`src/rtl/window_fetch_ctrl.sv`:
```
// 3x3 window fetcher: streams edge-clamped pixel reads to a ROM and assembles
// the returned pixels into a sliding 3-column window.
module window_fetch_ctrl #(
    parameter int IMG_W   = 224,
    parameter int IMG_H   = 224,
    parameter int DATA_W  = 8,
    parameter int ADDR_W  = 16,
    parameter int ROM_LAT = 1
) (
    input  logic                  i_clk,
    input  logic                  i_rst,
    input  logic                  i_start,
    input  logic                  i_first,
    input  logic [7:0]            i_x,
    input  logic [7:0]            i_y,
    output logic                  o_rom_en,
    output logic [ADDR_W-1:0]     o_rom_addr,
    input  logic [DATA_W-1:0]     i_rom_data,
    output logic                  o_busy,
    output logic [9*DATA_W-1:0]   o_win,
    output logic                  o_win_valid
);

    typedef enum logic [1:0] {IDLE, ISSUE, DRAIN} state_t;

    localparam logic [9:0] COL_MAX = 10'(IMG_W - 1);
    localparam logic [9:0] ROW_MAX = 10'(IMG_H - 1);

    state_t state, nxt_state;

    logic [7:0]  x_q, y_q;
    logic [1:0]  col_off, row_off;
    logic        load, adv, done;

    logic [7:0]  gen_x, gen_y;
    logic [1:0]  gen_col_off, gen_row_off;
    logic [9:0]  col_sum, row_sum, col_cl, row_cl;
    logic [ADDR_W-1:0] gen_addr;

    logic [ROM_LAT:1] vld_pipe;
    logic [1:0]       row_pipe [1:ROM_LAT];
    logic             cap_vld, cap_last;
    logic [1:0]       cap_row;

    logic [2:0][DATA_W-1:0]      col_buf;
    logic [2:0][2:0][DATA_W-1:0] win;

    always_ff @(posedge i_clk or posedge i_rst) begin
        if (i_rst) state <= IDLE;
        else       state <= nxt_state;
    end

    // A slide starts at column offset 2, so both read kinds end at offset (2,2).
    always_comb begin
        nxt_state = state;
        load      = 1'b0;
        adv       = 1'b0;
        done      = 1'b0;
        case (state)
            IDLE: begin
                if (i_start) begin
                    nxt_state = ISSUE;
                    load      = 1'b1;
                end
            end
            ISSUE: begin
                if (col_off == 2'd2 && row_off == 2'd2) nxt_state = DRAIN;
                else                                    adv       = 1'b1;
            end
            DRAIN: begin
                if (cap_last) begin
                    nxt_state = IDLE;
                    done      = 1'b1;
                end
            end
            default: nxt_state = IDLE;
        endcase
    end

    always_comb begin
        gen_x = load ? i_x : x_q;
        gen_y = load ? i_y : y_q;
        if (load) begin
            gen_col_off = i_first ? 2'd0 : 2'd2;
            gen_row_off = 2'd0;
        end else if (row_off == 2'd2) begin
            gen_col_off = col_off + 2'd1;
            gen_row_off = 2'd0;
        end else begin
            gen_col_off = col_off;
            gen_row_off = row_off + 2'd1;
        end
        col_sum  = {2'b00, gen_x} + {8'd0, gen_col_off};
        row_sum  = {2'b00, gen_y} + {8'd0, gen_row_off};
        col_cl   = (col_sum > COL_MAX) ? COL_MAX : col_sum;
        row_cl   = (row_sum > ROW_MAX) ? ROW_MAX : row_sum;
        gen_addr = ADDR_W'(row_cl) * ADDR_W'(IMG_W) + ADDR_W'(col_cl);
    end

    assign o_busy   = (state != IDLE);
    assign o_rom_en = (state == ISSUE);
    assign cap_vld  = vld_pipe[ROM_LAT];
    assign cap_row  = row_pipe[ROM_LAT];
    assign cap_last = cap_vld && (cap_row == 2'd2);
    assign o_win    = win;

    always_ff @(posedge i_clk or posedge i_rst) begin
        if (i_rst) begin
            x_q         <= '0;
            y_q         <= '0;
            col_off     <= '0;
            row_off     <= '0;
            o_rom_addr  <= '0;
            vld_pipe    <= '0;
            for (int i = 1; i <= ROM_LAT; i++) row_pipe[i] <= '0;
            col_buf     <= '0;
            win         <= '0;
            o_win_valid <= 1'b0;
        end else begin
            vld_pipe[1] <= o_rom_en;
            row_pipe[1] <= row_off;
            for (int i = 2; i <= ROM_LAT; i++) begin
                vld_pipe[i] <= vld_pipe[i-1];
                row_pipe[i] <= row_pipe[i-1];
            end
            if (load) begin
                x_q <= i_x;
                y_q <= i_y;
            end
            if (load || adv) begin
                col_off    <= gen_col_off;
                row_off    <= gen_row_off;
                o_rom_addr <= gen_addr;
            end
            if (cap_vld) col_buf[cap_row] <= i_rom_data;
            // Row 2 is taken straight from the ROM so the shift lands on the capture edge.
            if (cap_last) begin
                for (int r = 0; r < 3; r++) begin
                    win[r][0] <= win[r][1];
                    win[r][1] <= win[r][2];
                    win[r][2] <= (r == 2) ? i_rom_data : col_buf[r];
                end
            end
            o_win_valid <= done;
        end
    end

endmodule

```
`config.mk`:
```
export PLATFORM = sky130hd
export DESIGN_NAME = window_fetch_ctrl
export DESIGN_NICKNAME = d
export VERILOG_FILES = /design/src/rtl/window_fetch_ctrl.sv
export SDC_FILE = /design/constraint.sdc
export NUM_CORES = 1
export LEC_CHECK = 0
export BUFFER_PORTS_ARGS = -buffer_cell sky130_fd_sc_hd__buf_2
export CAP_MARGIN = 10
export CORE_MARGIN = 2
export CORE_UTILIZATION = 60
export CTS_CLUSTER_SIZE = 24
export DETAILED_ROUTE_END_ITERATION = 8
export PLACE_DENSITY = 0.95
export SLEW_MARGIN = 10
export SYNTH_ARGS = -nofsm -noshare
export SYNTH_HDL_FRONTEND = slang
export SYNTH_SLANG_ARGS = --single-unit
export TNS_END_PERCENT = 30
```
`constraint.sdc`:
```
create_clock -name i_clk -period 11.3 [get_ports i_clk]
set_input_delay 0.565 -clock i_clk [delete_from_list [all_inputs] [get_ports i_clk]]
set_output_delay 0.565 -clock i_clk [all_outputs]
set_load 0.05 [all_outputs]
```
Yosys cells after proc, flatten, opt, wreduce, memory -nomap -nowiden:

Cells that the tools add are included.

* flip-flop bits (word level): 138
* input bits: 28
* output and inout bits: 91
* logic and storage cells: 68

* add/sub/neg operators: 5
* multipliers: 1
* $lt $le $gt $ge: 4
* eq/ne operators: 8
* mux-type cells: 22
* reductions and logical operators: 7

Operators with widths (count)
* bitwise mux 24 bit: 1
* 2-to-1 mux 8 bit: 3
* adder 8 x 2 -> 9 bit: 2
* > comparator 9 x 8 -> 1 bit (second input constant): 2
* 2-to-1 mux 9 bit: 2
* adder 16 x 9 -> 16 bit: 1
* demux 8 bit (select 2 bit): 1
* 2-to-1 mux 2 bit: 8
* multiplier 9 x 3 -> 11 bit (second input constant): 1
* == test 2 bit (second input constant): 4
* 2-to-1 mux 1 bit: 6
* one-hot mux 2 bit (3 select lines): 1
* adder 2 x 1 -> 2 bit (second input constant): 2
* != test 2 bit (second input constant): 2
* logical AND 1 bit: 3
* < comparator 2 x 3 -> 1 bit (second input constant): 1
* AND reduction 3 bit: 1
* == test 2 x 1 -> 1 bit (second input constant): 1
* >= comparator 2 x 1 -> 1 bit (second input constant): 1
* zero test 2 bit: 1
* != test 2 x 1 -> 1 bit (second input constant): 1
* nonzero test 2 bit: 1
* logical OR 1 bit: 1

Logic depth before layout (Yosys ltp):

Gate-level depths: netlist (run 1).

* word-level depth: 8
* gate-level depth with buffers: 24
* gate-level depth less buffers: 20

Least setup slack after synthesis (run 1):

No wires, ideal clock.

* path type: input port to flip-flop
* start: in i_start
* end: reg o_rom_addr[15]
* setup time: 0.141 ns
* data arrival time: 5.752 ns
* required time: 11.159 ns
* slack: 5.407 ns
* stages: 21
* buffers on the path: 4
* cells stage by stage: nor3b_4 > buf_4 > buf_2 > buf_2 > mux2_2 > ha_1 > a21oi_1 > or3_4 > o211ai_2 > a21oi_1 > buf_6 > or2_1 > fa_1 > ha_1 > fa_1 > ha_1 > o2bb2ai_1 > or4_1 > nor4b_2 > a31o_2 > a31oi_1

* longest elaborated chain between the ends: 8
* elaborated cells on any way between the ends: 15
* those cells by class: add/sub (3); mul (1); order compare (2); mux (8); reduce/logical (1)

Ends and longest elaborated chain
* start, declared: line 12 `input logic i_start,`
* 2-to-1 mux 1 bit *: line 61 `if (i_start) begin`
* 2-to-1 mux 1 bit *: line 59 `case (state)`
* 2-to-1 mux 8 bit *
* named net gen_y[1]: line 35 `logic [7:0] gen_x, gen_y;`
* adder 8 x 2 -> 9 bit *: line 94 `row_sum = {2'b00, gen_y} + {8'd0, gen_row_off};`
* > comparator 9 x 8 -> 1 bit: line 96 `row_cl = (row_sum > ROW_MAX) ? ROW_MAX : row_sum;`
* 2-to-1 mux 9 bit *: line 96
* multiplier 9 x 3 -> 11 bit *: line 97 `gen_addr = ADDR_W'(row_cl) * ADDR_W'(IMG_W) + ADDR_W'(col_cl);`
* adder 16 x 9 -> 16 bit *: line 97
* end signal, assigned: line 133 `o_rom_addr <= gen_addr;`
* end, declared: line 17 `output logic [ADDR_W-1:0] o_rom_addr,`

The timed path passes the listed nets; every way through them passes the cells marked *.
A chain may end at the register's enable or synchronous reset.

Worst setup path in the final report (run 1):

* start: reg state[1]
* end: reg o_rom_addr[15]

* longest elaborated chain between the ends: 8
* elaborated cells on any way between the ends: 17
* those cells by class: add/sub (3); mul (1); order compare (2); eq/ne (1); mux (8); reduce/logical (2)

Ends and longest elaborated chain
* start, declared: line 29 `state_t state, nxt_state;`
* start signal, assigned: line 50 `else state <= nxt_state;`
* zero test 2 bit *: line 59
* 2-to-1 mux 1 bit *: line 59
* 2-to-1 mux 8 bit *
* named net gen_y[0]: line 35
* adder 8 x 2 -> 9 bit *: line 94
* > comparator 9 x 8 -> 1 bit: line 96
* 2-to-1 mux 9 bit *: line 96
* multiplier 9 x 3 -> 11 bit *: line 97
* adder 16 x 9 -> 16 bit *: line 97

Marked as above.

==> results of run 1 <==
-- cell usage after synthesis (all sizes together) (2+ instances only) --
| cell | instances |
|---|---|
| conb | 2 |
| inv | 26 |
| nand3b | 2 |
| nand2 | 26 |
| xor2 | 6 |
| nor2 | 29 |
| and3 | 2 |
| mux2 | 95 |
| dfrtp | 130 |
| nor3b | 3 |
| xnor2 | 13 |
| nand2b | 10 |
| fa | 10 |
| mux2i | 13 |
| a21o | 2 |
| nand4 | 3 |
| clkbuf | 12 |
| o21a | 5 |
| o21ba | 2 |
| nor4b | 2 |
| nor4 | 2 |
| a211oi | 4 |
| or2 | 4 |
| a21oi | 16 |
| or3 | 5 |
| nand4b | 2 |
| o21ai | 16 |
| buf | 4 |
| o22a | 5 |
| a2bb2oi | 2 |
| o211ai | 2 |
| nand3 | 4 |
| nor2b | 8 |
| ha | 21 |
| nor3 | 6 |
-- area by class of cell --
cell class	instances	area, sq um	share of cell area [%]
clock buffer	19	432	5.70
clock inverter	13	149	1.96
inverter	26	100	1.32
multi-input combinational	335	2850	37.6
sequential	130	3250	42.9
tap	136	170	2.25
timing repair buffer	122	621	8.19
-- state kept, by name, summed over array words and instances (netlist names) --
signal       count
x_q              8
o_rom_addr      16
o_win           72
o_win_valid      1
cap_row          2
col_off          2
row_off          2
state            2
y_q              8
cap_vld          1
col_buf         16
-- logic make-up (layout without fill, tap and decap cells) --
group	count (synthesis)	in the layout	synth area share [%]
muxes	108	108	19.1
AOI/OAI and AO/OA	63	63	6.75
xor gates and xnor gates	19	19	2.65
adders and majority gates	31	31	7.38
buffers and inverters	42	180	2.73
DFF	130	130	51.9
and+or+nand+nor	110	110	9.34
other	2	4	0.120
-- final timing paths --
kind | cells past startpoint | startpoint | end
min in group i_clk | 2 | i_x[0] | x_q[0]$_DFF_PP0_
min | 2 | i_rst | o_rom_addr[1]$_DFFE_PP0P_
max in group asynchronous | 3 | i_rst | col_buf[3]$_DFFE_PP0P_
max | 19 | state[1]$_DFFE_PP0P_ | o_rom_addr[15]$_DFFE_PP0P_
max reg2reg | 19 | state[1]$_DFFE_PP0P_ | o_rom_addr[15]$_DFFE_PP0P_
min reg2reg | 2 | o_rom_addr[5]$_DFFE_PP0P_ | o_rom_addr[5]$_DFFE_PP0P_
-- per-stage QoR --
stage	util [%]	hold WS, ns	worst slack [ns]	instance area (sq um)
2_1_floorplan	-	0.428	5.41	6280
3_3_place_gp	68.4	0.455	5.36	7000
3_5_place_dp	68.4	0.464	5.13	7000
4_1_cts	74.1	0.120	5.26	7580
5_1_grt	74.1	0.149	4.90	7580
6_report	74.1	0.124	5.25	7580
-- cells in the final DEF (no fill, tap or decap), types with 3 or more instances in the layout --
cell type   Yosys  final
nor3_1          5      5
fa_1           10     10
dfrtp_1       130    130
nand2b_1       10     10
a211oi_1        3      3
or3_1           4      4
nor2b_1         8      8
nor2_1         29     29
nand2_1        26     26
nand3_1         4      4
mux2i_1        13     13
clkinvlp_4      0      3
a21oi_1        16     16
o21a_1          5      5
buf_2           2    118
buf_4           1      4
inv_1          26     25
ha_1           21     21
clkbuf_16       0     16
xnor2_1        13     13
inv_6           0      6
o22a_1          5      5
o21ai_0        15     15
nand4_1         3      3
conb_1          2      4
mux2_2         95     95
xor2_1          6      6
-- routing by layer --
metal | part of all wire (%) | up-vias
met3 | 5.4 | 13
li1 | - | 2022
met1 | 41 | 2145
met5 | 0 | -
met2 | 53 | 120
met4 | 1.2 | 0
==> flow_metrics.tcl, run 1 <==
set metrics [dict create \
    end_kind "register" \
    drv_slew 0 \
    cts_tree "built" \
    cpPeakStageDelay_ns 0.61 \
    synth_flop_cell "dfrtp_1" \
    cts.clk_slew.worst_paths_ns 0.06 \
    cp_num_buf_inv 2 \
    rsz0062_at_grt "false" \
    netlist.area_leader.share_pct 51.9 \
    synth_cells 505 \
    dp.cells 749 \
    yosys_register_bits 130 \
    cts_resized 0 \
    cts_buffers 17 \
    dieArea_sq_um 11300 \
    routedWlPerCell_microns 16.7 \
    antenna_cells 0 \
    core_sq_um 10200 \
    dr.pass1.iters 5 \
    cts_hold_buffers 0 \
    use_met2_pct 42.8 \
    crit_fanout 33 \
    vias 4300 \
    drive_gt1_share_pct 40.3 \
    hold_path.class "in2async" \
    cp_slowest_cell "a21oi_1" \
    cts_buffer_depth 2 \
    tightestPinTransition_ns 1.02 \
    route.detailed.drc 0 \
    root_buffer "clkbuf_8" \
    cts_sinks 130 \
    start_util_pct 61.3 \
    worstPathArrival_ns 6.41 \
    vias_per_cell 5.51 \
    fin_tns_setup_ns 0 \
    synth-async-reset-ratio_pct 100 \
    cap_viol_max_count 0 \
    startpoint_type "register" \
    r2r_setup_slack_ns 5.25 \
    required_ns 11.66 \
    synth_area_sq_um 6270 \
    syn_area_per_cell_sq_um 12.4 \
    grt_pass1_wl_microns 21100 \
    period_minus_slack_ns 6.05 \
    clock.fmax_mhz 165 \
    ys_warn_count 0 \
    clock_latency_ns 0.51 \
    synth.distinct_cells 56 \
    dpl.hpwl_microns 9250 \
    synthTopCellsByArea "dfrtp_1 52%, mux2_2 17%, ha_1 4.2%, fa_1 3.2%, mux2i_1 2.1%" \
    fp-row-count 37 \
    synth_edf_count 0 \
    layout-area-overhead-vs-synth_pct 20.9 \
    io_buffers 118 \
    crit_family "adder cells" \
    period_share_pct 53.6 \
    post_cts_buffers 0 \
    drt_iter0_drc 243 \
    cts-htree-levels 4 \
    instances_no_fill 781 \
    use_met3_pct 6.25 \
    relSlewSlack_pct 32.0 \
    die_h_microns 106 \
    drtAntennaViolNets 0 \
    grt-ovfl-total 0 \
    synth_largest_area_cell "dfrtp_1" \
    skew_ns 0.00678 \
    grt_max_degree 85 \
    die_w_microns 106 \
    seq_area_frac_synth_pct 51.9 \
    path_class "reg2reg" \
    nFillCells 659 \
    busiest_layer "met2" \
    grt_pass1_vias 4437 \
    path_cells "nor3b_4 > buf_4 > mux2_2 > ha_1 > inv_1 > fa_1 > nor2_1 > o211ai_2 > a21oi_1 > or2_1 > fa_1 > ha_1 > fa_1 > ha_1 > o2bb2ai_1 > or4_1 > nor4b_2 > a31o_2 > a31oi_1" \
    io_pins 119 \
    grt_use_met1_pct 28.5 \
    outcome "completed" \
    antenna_found_initial 0 \
    hold_violations 0 \
    fin_nets 691 \
    wl_microns 13000 \
    gp_congestion 0.846 \
    grt.total_usage_pct 24.1 \
    timing.final.setup_violations 0 \
]
Power of run 1 is left out: the tool's default activity adds up to more than one toggle a clock period on the data nets, which glitch-free logic cannot reach.
==> run 2: changes to the inputs <==
--- a/config.mk
+++ b/config.mk
@@ -8,10 +8,10 @@
 export BUFFER_PORTS_ARGS = -buffer_cell sky130_fd_sc_hd__buf_2
 export CAP_MARGIN = 10
 export CORE_MARGIN = 2
-export CORE_UTILIZATION = 60
+export CORE_UTILIZATION = 50
 export CTS_CLUSTER_SIZE = 24
 export DETAILED_ROUTE_END_ITERATION = 8
-export PLACE_DENSITY = 0.95
+export PLACE_DENSITY = 0.88
 export SLEW_MARGIN = 10
 export SYNTH_ARGS = -nofsm -noshare
 export SYNTH_HDL_FRONTEND = slang
==> constraint.sdc (replaced) <==
create_clock -name i_clk -period 5.1 [get_ports i_clk]
set_input_delay 0.255 -clock i_clk [delete_from_list [all_inputs] [get_ports i_clk]]
set_output_delay 0.255 -clock i_clk [all_outputs]
set_load 0.05 [all_outputs]
==> flow_metrics.tcl, run 2 (synthesis gave the netlist of run 1 again) <==
set metrics [dict create \
    clock_latency_ns 0.41 \
    worstPathArrival_ns 5.24 \
    cap_viol_max_count 0 \
    grt_pass1_vias 4527 \
    io_buffers 118 \
    layout-area-overhead-vs-synth_pct 26.1 \
    rr_endpoint "o_rom_addr[15]$_DFFE_PP0P_" \
    period_share_pct 97.7 \
    tightestPinTransition_ns 0.995 \
    cts-htree-levels 4 \
    cts.clk_slew.worst_paths_ns 0.06 \
    grt.total_usage_pct 21.1 \
    place_ws_ns -0.125 \
    largest_register_ffs 72 \
    vias 4394 \
    cts_buffer_depth 2 \
    antenna_found_initial 0 \
    route.detailed.drc 0 \
    core_sq_um 12100 \
    cts_buffers 17 \
    routedWlPerCell_microns 16.2 \
    vias_per_cell 5.30 \
    skew_ns 0.00902 \
    grt-ovfl-total 0 \
    dieArea_sq_um 13500 \
    hold_violations 0 \
    drt_iter0_drc 229 \
    grt_max_degree 70 \
    drv_slew 0 \
    gp_congestion 0.862 \
    required_ns 5.36 \
    r2r_setup_slack_ns 0.12 \
    fin_ws_ns 0.119 \
    fp-row-count 40 \
    wl_microns 13500 \
    end_kind "register" \
    nFillCells 938 \
    r2r_start "state[0]$_DFFE_PP0P_" \
    relSlewSlack_pct 33.7 \
    die_w_microns 116 \
    fin_tns_setup_ns 0 \
    drtAntennaViolNets 0 \
    drive_gt1_share_pct 44.5 \
    clock.fmax_mhz 201 \
    outcome "completed" \
    cts_tree "built" \
    antenna_cells 0 \
    placed_area_sq_um 7120 \
    crit_fanout 4 \
    period_minus_slack_ns 4.98 \
    cts_hold_buffers 0 \
    io_pins 119 \
    final_cell_mix "129 x dfrtp_1, 118 x buf_2, 93 x mux2_2" \
    dr.pass1.iters 4 \
    dpl.hpwl_microns 9520 \
    rr_worst_depth 18 \
    startpoint_type "register" \
    fin_nets 707 \
    start_util_pct 51.8 \
    cts_sinks 130 \
    grt_pass1_wl_microns 21800 \
    final_area_sq_um 7910 \
    root_buffer "clkbuf_16" \
    hold_path.class "in2async" \
    layout_commonest_cell "dfrtp_1" \
    timing.final.setup_violations 0 \
    path_class "reg2reg" \
    rsz0062_at_grt "true" \
    die_h_microns 116 \
]
## run 2: changes by cell type in the layout (fill, tap and decap cells not counted), sizes merged
cell      delta
clkbuf       +2
clkinv       +5
buf         +16
clkinvlp     -2
inv          -6
bufinv       +1
## run 2: area by class of cell
cell class                      count  area (sq um)  share of cell area [%]
Sequential cell                   130          3250                    41.2
Multi-Input combinational cell    335          2970                    37.6
Timing Repair Buffer              138           752                    9.51
Clock buffer                       21           460                    5.82
Tap cell                          168           210                    2.66
Clock inverter                     11           155                    1.96
Inverter                           26           100                    1.27
## run 2: worst max path at each step
stage                                    start                          to  slack, ns  cells after the start
after global routing      state[0]$_DFFE_PP0P_  o_rom_addr[15]$_DFFE_PP0P_      -0.07                     18
after CTS                 state[1]$_DFFE_PP0P_  o_rom_addr[15]$_DFFE_PP0P_      0.003                     18
after detailed placement  state[1]$_DFFE_PP0P_  o_rom_addr[15]$_DFFE_PP0P_      -0.12                     21
after global placement    state[0]$_DFFE_PP0P_  o_rom_addr[15]$_DFFE_PP0P_       0.12                     21
final                     state[0]$_DFFE_PP0P_  o_rom_addr[15]$_DFFE_PP0P_       0.12                     18
after floorplan           state[0]$_DFFE_PP0P_  o_rom_addr[15]$_DFFE_PP0P_      -0.41                     21
## run 2: critical path, cell delays in order (launching register included)
cell and delay (ns):
dfrtp_1 0.41, nor3b_4 0.22, buf_4 0.16, mux2_4 0.30, ha_1 0.29, a21oi_2 0.07
or3_4 0.35, o211ai_2 0.16, a21oi_2 0.10, or2_4 0.27, fa_1 0.50, ha_4 0.19
fa_1 0.54, ha_4 0.15, o2bb2ai_1 0.09, or4_4 0.46, nor4b_4 0.29, a31o_2 0.20
a31oi_1 0.07
## run 2: routing by layer
layer  track usage, %  part of all wire [%]  wire (microns)
met5                0                     0               0
met3             5.02                   4.2             569
met2             36.9                    52            7070
met4             7.14                   1.3             180
met1             25.9                    42            5650
## run 2: stage by stage
step | cells | hold WS, ns | util [%]
2_1_floorplan | 507 | 0.377 | -
5_1_grt | 829 | 0.0987 | 65.3
3_3_place_gp | 787 | 0.457 | 58.8
4_1_cts | 822 | 0.0462 | 64.2
6_report | 829 | 0.0278 | 65.3
3_5_place_dp | 787 | 0.459 | 58.8
## run 2: repair_timing
action,CTS,global route
setup buffers,3,7
resized for setup,3,19
pin swaps,1,9
endpoints found under the setup margin,2,5
Power of run 2 is left out for the same reason.
